File: src/rtl/hu_pkg.sv
// Shared types and constants for the hazard/forwarding unit: tag-pipe entry
// layout, availability stage codes and the stage-index width helper.
package hu_pkg;

    // Entry fields are sized for the largest supported configuration; narrower
    // register/availability fields are zero-extended on insert.
    localparam int MAX_REG_W = 8;
    localparam int MAX_AVW   = 4;

    localparam int AV_EX    = 0;
    localparam int AV_MEM   = 1;
    localparam int ZERO_REG = 0;

    typedef struct packed {
        logic                 v;
        logic [MAX_REG_W-1:0] rd;
        logic                 we;
        logic [MAX_AVW-1:0]   avail;
    } tag_entry_t;

    function automatic int stg_w(input int n);
        return (n > 2) ? $clog2(n) : 1;
    endfunction

endpackage

File: src/rtl/hu_tag_pipe.sv
// Destination-tag shift register tracking in-flight writers through the
// back-end stages (index 0 = EX); supports freeze, insert and youngest flush.
module hu_tag_pipe
    import hu_pkg::*;
#(
    parameter int NSTG    = 3,
    parameter int FLUSH_N = 1
) (
    input  logic                  clk,
    input  logic                  rst,
    input  logic                  freeze,
    input  logic                  flush,
    input  tag_entry_t            ins,
    output tag_entry_t [NSTG-1:0] entries
);

    tag_entry_t [NSTG-1:0] ent_q;
    tag_entry_t [NSTG-1:0] ent_d;

    // Flush clears the youngest slots even while frozen; the shift itself obeys freeze.
    always_comb begin
        ent_d = ent_q;
        if (!freeze) begin
            ent_d[0] = ins;
            for (int i = 1; i < NSTG; i++) begin
                ent_d[i] = ent_q[i-1];
            end
        end
        if (flush) begin
            for (int i = 0; i < NSTG; i++) begin
                if (i < FLUSH_N) begin
                    ent_d[i].v = 1'b0;
                end
            end
        end
    end

    always_ff @(posedge clk) begin
        if (rst) begin
            ent_q <= '0;
        end else begin
            ent_q <= ent_d;
        end
    end

    assign entries = ent_q;

endmodule

File: src/rtl/hazard_unit.sv
// Pipeline hazard and forwarding controller driven by a destination-tag pipe.
// Define HU_FWD_EN to enable EX forwarding; otherwise every RAW match stalls.
module hazard_unit
    import hu_pkg::*;
#(
    parameter int NSTG    = 3,
    parameter int NREG    = 32,
    parameter int AVW     = 2,
    parameter int FLUSH_N = 1,
    localparam int RW     = $clog2(NREG),
    localparam int SW     = stg_w(NSTG)
) (
    input  logic          clk,
    input  logic          rst,
    input  logic          id_valid,
    input  logic [RW-1:0] id_rs1,
    input  logic [RW-1:0] id_rs2,
    input  logic          id_rs1_en,
    input  logic          id_rs2_en,
    input  logic [RW-1:0] id_rd,
    input  logic          id_rd_we,
    input  logic [AVW-1:0] id_avail,
    input  logic          id_no_fw,
    input  logic          stall_ext,
    input  logic          flush,
    output logic          stall_fe,
    output logic          bubble,
    output logic          fw_a_en,
    output logic          fw_b_en,
    output logic [SW-1:0] fw_a_sel,
    output logic [SW-1:0] fw_b_sel
);

`ifdef HU_FWD_EN
    localparam bit FWD_EN = 1'b1;
`else
    localparam bit FWD_EN = 1'b0;
`endif

    tag_entry_t [NSTG-1:0] ent;
    tag_entry_t            ins;

    logic               a_hit, b_hit;
    logic [SW-1:0]      a_k, b_k;
    logic [MAX_AVW-1:0] a_av, b_av;
    logic               a_blk, b_blk;
    logic               blocked, issue;

    function automatic logic hits(input tag_entry_t e, input logic [RW-1:0] rs, input logic en);
        return e.v && e.we && en && (rs != RW'(ZERO_REG)) && (e.rd == MAX_REG_W'(rs));
    endfunction

    // Scan oldest to youngest so the youngest match (lowest k) is the one kept.
    always_comb begin
        a_hit = 1'b0;
        a_k   = '0;
        a_av  = '0;
        b_hit = 1'b0;
        b_k   = '0;
        b_av  = '0;
        for (int i = NSTG-1; i >= 0; i--) begin
            if (hits(ent[i], id_rs1, id_rs1_en)) begin
                a_hit = 1'b1;
                a_k   = SW'(i);
                a_av  = ent[i].avail;
            end
            if (hits(ent[i], id_rs2, id_rs2_en)) begin
                b_hit = 1'b1;
                b_k   = SW'(i);
                b_av  = ent[i].avail;
            end
        end
    end

    assign a_blk   = a_hit && (id_no_fw || !FWD_EN || (int'(a_k) < int'(a_av)));
    assign b_blk   = b_hit && (id_no_fw || !FWD_EN || (int'(b_k) < int'(b_av)));
    assign blocked = id_valid && (a_blk || b_blk);

    assign stall_fe = blocked || stall_ext;
    assign bubble   = blocked && !stall_ext;
    assign issue    = id_valid && !stall_fe && !flush;

    always_comb begin
        ins       = '0;
        ins.v     = issue;
        ins.rd    = MAX_REG_W'(id_rd);
        ins.we    = id_rd_we;
        ins.avail = MAX_AVW'(id_avail);
    end

    hu_tag_pipe #(
        .NSTG    (NSTG),
        .FLUSH_N (FLUSH_N)
    ) u_tag_pipe (
        .clk     (clk),
        .rst     (rst),
        .freeze  (stall_ext),
        .flush   (flush),
        .ins     (ins),
        .entries (ent)
    );

    // Select only moves with a live forward; otherwise EX keeps the old mux setting.
    always_ff @(posedge clk) begin
        if (rst) begin
            fw_a_en  <= 1'b0;
            fw_b_en  <= 1'b0;
            fw_a_sel <= '0;
            fw_b_sel <= '0;
        end else if (!stall_ext) begin
            fw_a_en <= issue && a_hit && !a_blk;
            fw_b_en <= issue && b_hit && !b_blk;
            if (issue && a_hit && !a_blk) begin
                fw_a_sel <= a_k;
            end
            if (issue && b_hit && !b_blk) begin
                fw_b_sel <= b_k;
            end
        end
    end

endmodule

File: config.mk
export PLATFORM = sky130hd
export DESIGN_NAME = hazard_unit
export DESIGN_NICKNAME = d
export VERILOG_FILES = /design/src/rtl/hu_pkg.sv /design/src/rtl/hu_tag_pipe.sv /design/src/rtl/hazard_unit.sv
export SDC_FILE = /design/constraint.sdc
export NUM_CORES = 1
export LEC_CHECK = 0
export CAP_MARGIN = 0
export CORE_UTILIZATION = 47
export DETAILED_ROUTE_END_ITERATION = 16
export GPL_TIMING_DRIVEN = 1
export PLACE_DENSITY = 0.77
export SLEW_MARGIN = 10
export SYNTH_ARGS = -nofsm -noshare
export SYNTH_HDL_FRONTEND = slang
export SYNTH_SLANG_ARGS = --single-unit
File: constraint.sdc
create_clock -name clk -period 2 [get_ports clk]
set_input_delay 0.4 -clock clk [delete_from_list [all_inputs] [get_ports clk]]
set_output_delay 0.4 -clock clk [all_outputs]
set_load 0.03 [all_outputs]
=== Word level (Yosys, flattened, before mapping) ===
Cells that the tools add are included.

* Output and inout bits: 8
* Bits in registers: 27
* Logic and storage cells: 73
* Bits of input ports: 26

* Muxes and demuxes: 12
* Equality and inequality tests: 6
* Bitwise operators: 1
* Reductions and logical operators: 41

{| class="wikitable"
|+ Operators by type and width
! operator !! count
|-
| $eq 5x5->1 || 6
|-
| $logic_and 1x1->1 || 29
|-
| $mux 2 || 6
|-
| $reduce_bool 5->1 || 2
|-
| $mux 1 || 6
|-
| $logic_not 1->1 || 5
|-
| $reduce_and 2->1 || 2
|-
| $logic_or 1x1->1 || 2
|-
| $reduce_or 2->1 || 1
|-
| $not 1->1 || 1
|}

=== Logic depth before layout (Yosys ltp) ===
* Depth in word-level cells: 16
* Gate-level depth with buffers: 6

=== Hierarchy ===
From an unflattened synthesis, not the netlist that was laid out.

* Cell total of the unflattened synthesis: 208
* Area total of the unflattened synthesis: 2182.1 um^2

{| class="wikitable"
|+ By module, submodules not included
! module !! sequential area each (um^2) !! area each (um^2) !! cells each !! instances
|-
| hu_tag_pipe || 840.8 || 1535.2 || 136 || 1
|-
| hazard_unit || 120.1 || 646.9 || 72 || 1
|}

=== Worst setup path before layout ===
No wires, ideal clock.

* Path type: input to output
* Start point: input port id_rs1[3]
* End point: output port bubble
* Cell stages on the path: 6
* Buffers on the path: 0
* Setup slack: -213 ps
* Arrival time: 1813 ps
* Cells stage by stage: xor2_1 nor4_2 nand4_1 a31oi_1 nor2_2 nor3_1

* Word-level cells in the longest chain between the ends: 9
* Elaborated cells on any way between the ends: 16
* Classes of those cells: eq/ne: 3; mux: 3; reduce/logical: 10

{| class="wikitable"
|+ RTL lines
! what !! RTL line !! RTL
|-
| start: declaration || hazard_unit.sv:16 || <nowiki>input logic [RW-1:0] id_rs1,</nowiki>
|-
| $reduce_bool 5->1 || hazard_unit.sv:50 || <nowiki>return e.v && e.we && en && (rs != RW'(ZERO_REG)) && (e.rd == MAX_REG_W'(rs));</nowiki>
|-
| $logic_and 1x1->1 (2 in series) || hazard_unit.sv:50 ||
|-
| $mux 1 (2 in series) || hazard_unit.sv:62 || <nowiki>if (hits(ent[i], id_rs1, id_rs1_en)) begin</nowiki>
|-
| $mux 1 (*) || hazard_unit.sv:62 ||
|-
| $logic_or 1x1->1 (*) || hazard_unit.sv:77 || <nowiki>assign blocked = id_valid && (a_blk || b_blk);</nowiki>
|-
| $logic_and 1x1->1 (*) || hazard_unit.sv:77 ||
|-
| $logic_and 1x1->1 (*) || hazard_unit.sv:80 || <nowiki>assign bubble = blocked && !stall_ext;</nowiki>
|-
| end: declaration || hazard_unit.sv:27 || <nowiki>output logic bubble,</nowiki>
|}

Mark *: on every way between the ends. The rest lies on a longest branch, timed or not.

=== Worst setup path in the final report ===
* Start point: input port id_rs1[0]
* End point: output port bubble

The elaborated chain is that of the path after synthesis.

==> results list <==
- Total detailed-routing wirelength: between 2000 and 3000 um
* Violations in the final reports: negative setup slack
* Number of nets with antenna violations after detailed routing: 0
* RD Place Congestion: between 0.9 and 1
- Counting along the longest clock path gives a buffer depth of 2.
* Cells after synthesis: 134
* Site row count: 18
- Total Negative Setup Slacks: -0.623 ns
* CTS Root Buffer Type: sky130_fd_sc_hd__clkbuf_4
- For this configuration, the core starts out at a cell density of around half.
- Slew of the pin with the lowest slew margin: around 0.33 ns
* Adder-cell share of the synthesized area: 0%
* Reported max-cap violation count: 0
* Number of top-level pins: 34
* Global-route usage over all layers: between 20% and 30%
* Flop and latch count out of synthesis: 27
* Number of vias per cell: around 5.3
* Relative max-transition margin: between 70% and 80%
- For the worst-skew pair, the clock arrives at the later sink with an insertion delay of approximately 0.33 ns.
* Die outline width: roughly 55 um
- Summed over all layers, the global routing overflow is 0.
- Setup Skew: ~0.0011 ns
- The initial antenna violation count came to 0.
- The post-route netlist has about a fifth of its cells at a drive strength greater than 1.
- In the routed design, unresolved DRC markers number 0.
- Minimum clock period: ~2.3 ns
* Count of different cell masters after synthesis: 21
- DRC marker count from the first detailed-route iteration: 19
- Xor/xnor share of the synthesized area: 20.1%
* Pleak: between 0.7 and 0.8 nW
- The first global-routing pass estimated approximately 4400 um of wire.
* Pwr Density: ~560 nW/um^2
- Clock tree synthesis found a total of 27 sinks.
* Number of global-route vias before repair: around 1000
* Compound-gate portion of the synthesized area: 3.06%
- Worst path slowest cell: sky130_fd_sc_hd__nor4_1
- After clock tree synthesis, the clock-pin slew on the worst setup and hold paths is approximately 0.15 ns.
* Leading cell types in the layout, fill and taps excluded: sky130_fd_sc_hd__xor2_1, sky130_fd_sc_hd__nor2_1, sky130_fd_sc_hd__mux2i_1
- Setup slack on the critical path of the routed design comes to -0.313 ns.
* Critical path data arrival time: 1.91 ns
- Entering global routing, the biggest net connects 19 pins.
- After detailed placement, the total cell area comes to between 1500 and 2000 sq um.
- Portion of the clock cycle consumed by the worst path in the final layout: 116%
- Required time at the endpoint of the critical path: approximately 1.6 ns
* Multiplexer share of the synthesized area: between 15 and 20%
* Mean area per synthesized cell: 9.77 sq um
- In the final design database the tool counted a little over 200 nets.
- Setup violations remaining at the end of the flow were counted as 2.
- Unrepaired setup endpoints after global routing: yes
- Number of port buffers: 30
- Commonest non-fill, non-tap cell in the layout: sky130_fd_sc_hd__xor2_1
- Total number of yosys warnings: 0
* Area fraction in and, or, nand and nor cells after synthesis: approximately 18%
- Of the synthesized area, sequential elements account for about two fifths.
- Max Fanout on Critical Path: 4
- Dominant combinational cell family by area after synthesis: XOR/XNOR gates
* Finished Cell Area: about 1800 sq um
- The number of hold violations in the final report was 0.
- The flow ran to the end, but the final reports show violations.
- Via count: 1080
* Number of buffers created by CTS: 3
- After clock tree synthesis, the flow added hold-fix buffers numbering 0.
* Maximum ir drop on the vdd rail: approximately 0.52 mV
- After detailed routing, the average wire length per cell comes to around 14 um.
* FMAX: between 400 and 500 MHz
- Final-layout worst hold slack: approximately 0.48 ns
- The floorplan step defined a die boundary enclosing about 3000 sq um.
* H-tree depth reported by CTS: 1
* Final HPWL from detailed placement: ~2200 um
* Main area contributors after synthesis: sky130_fd_sc_hd__dfxtp_1, sky130_fd_sc_hd__xor2_1, sky130_fd_sc_hd__mux2i_1
- Critical path's largest stage delay: roughly 0.36 ns
- Post-Place Setup Slack: -0.563 ns
- Detailed-routing iteration count for the pre-antenna-repair pass: 4
* Buffer and inverter count on the worst path: 2
* Post-synthesis instance area: roughly 1300 sq um
- Measured along the y axis, the die boundary spans 54.8 um.
- Top cell family by delay on the critical path: simple AND/OR/NAND/NOR gates
- Kind of start point of the critical path: input pin
- Diodes inserted: 0
- Syn-to-layout area delta: 35.5%
* Worst Setup End Kind: output port
- Fraction of post-synthesis cell area in the top cell type by area: about 41%
* CORE AREA: about 2500 sq um
- The critical path is of the in -> out type.
* Path category of the worst min-delay check: reg -> reg
- The max-slew violation total from the final report was 0.
- TritonCTS built the clock tree.
- Number of nets in the synthesized netlist: 160
- Of all cell types, the one taking the most synthesized area is sky130_fd_sc_hd__dfxtp_1.
- The critical path goes through clkdlybuf4s15_1 > xor2_1 > nor4_1 > nand4_1 > a31oi_1 > nor2_2 > nor3_2 > buf_4.
==> where the power goes <==
| part | internal, mW | total [mW] | switching [mW] |
|---|---|---|---|
| clock | 0.0767 | 0.248 | 0.172 |
| combinational | 0.0936 | 0.172 | 0.0786 |
| sequential | 0.552 | 0.571 | 0.0184 |
==> final cells by class <==
cell class,instances,area [sq um]
fillers,214,772
repair buffers,43,385
multi-input cells,100,761
inverters,1,3.75
clock inverters,1,7.51
well taps,30,37.5
flip-flops and latches,27,556
clock buffers,3,22.5
==> worst paths after layout <==
check / from / end / slack (ns) / cells past startpoint
min: fw_b_sel[1] / fw_b_sel[1] / 0.48 / 1
min reg2reg: fw_b_sel[1] / fw_b_sel[1] / 0.48 / 1
max reg2reg: u_tag_pipe.entries[34] / u_tag_pipe.entries[13] / 0.30 / 7
max: id_rs1[0] / bubble / -0.31 / 8
==> repair_timing <==
action,4_1_cts,5_1_grt
resized for setup,25,4
endpoints found under the hold margin,0,0
buffers inserted,2,1
pin swaps,13,9
gates cloned,0,0
endpoints found under the setup margin,2,2
==> worst reg2reg max path: cells and delay by family, from the launching register on <==
family	cells	cell delay (ns)
buffers and inverters	1	0.13
AOI/OAI and AO/OA	2	0.39
and+or+nand+nor	3	0.57
xor gates and xnor gates	1	0.16
DFF	1	0.37
==> cell usage after synthesis (all sizes together) <==
cell and instances:
buf 3, o21bai 1, a32o 1, nor4 7, xnor2 6, o21ai 2, inv 1, xor2 24
a31oi 2, and3b 2, nor3 1, nor2 22, nand4 6, or4 2, clkbuf 3, mux2i 20
dfxtp 27, nor2b 4
==> kinds of logic (layout without fill, tap and decap cells) <==
family	Yosys count	in the layout
flops	27	27
compound gates	6	6
mux	20	20
buf+inv	7	48
simple gates	44	44
xor+xnor	30	30
==> sequential cells by signal (all words and copies together), names as in the netlist <==
signal	cells
u_tag_pipe.entries	21
fw_a_en	1
fw_a_sel	2
fw_b_sel	2
fw_b_en	1
==> metal layers <==
metal / vias up / part of all wire [%] / GRT usage (%)
li1: 548 / - / -
met1: 509 / 47 / 25.2
met2: 16 / 48 / 35.5
met3: 7 / 3.2 / 5.83
met4: 0 / 1.6 / 8.12
met5: - / 0 / 0
==> metrics by stage <==
stage               util [%]  instances  total power, mW
global placement        66.8        198            0.749
finish                  69.7        205            0.991
floorplan                  -        134            0.666
global route            69.7        205             1.03
detailed placement      66.8        198            0.753
CTS                     69.4        204            0.997
No activity file was read; power rests on OpenSTA's default activity.
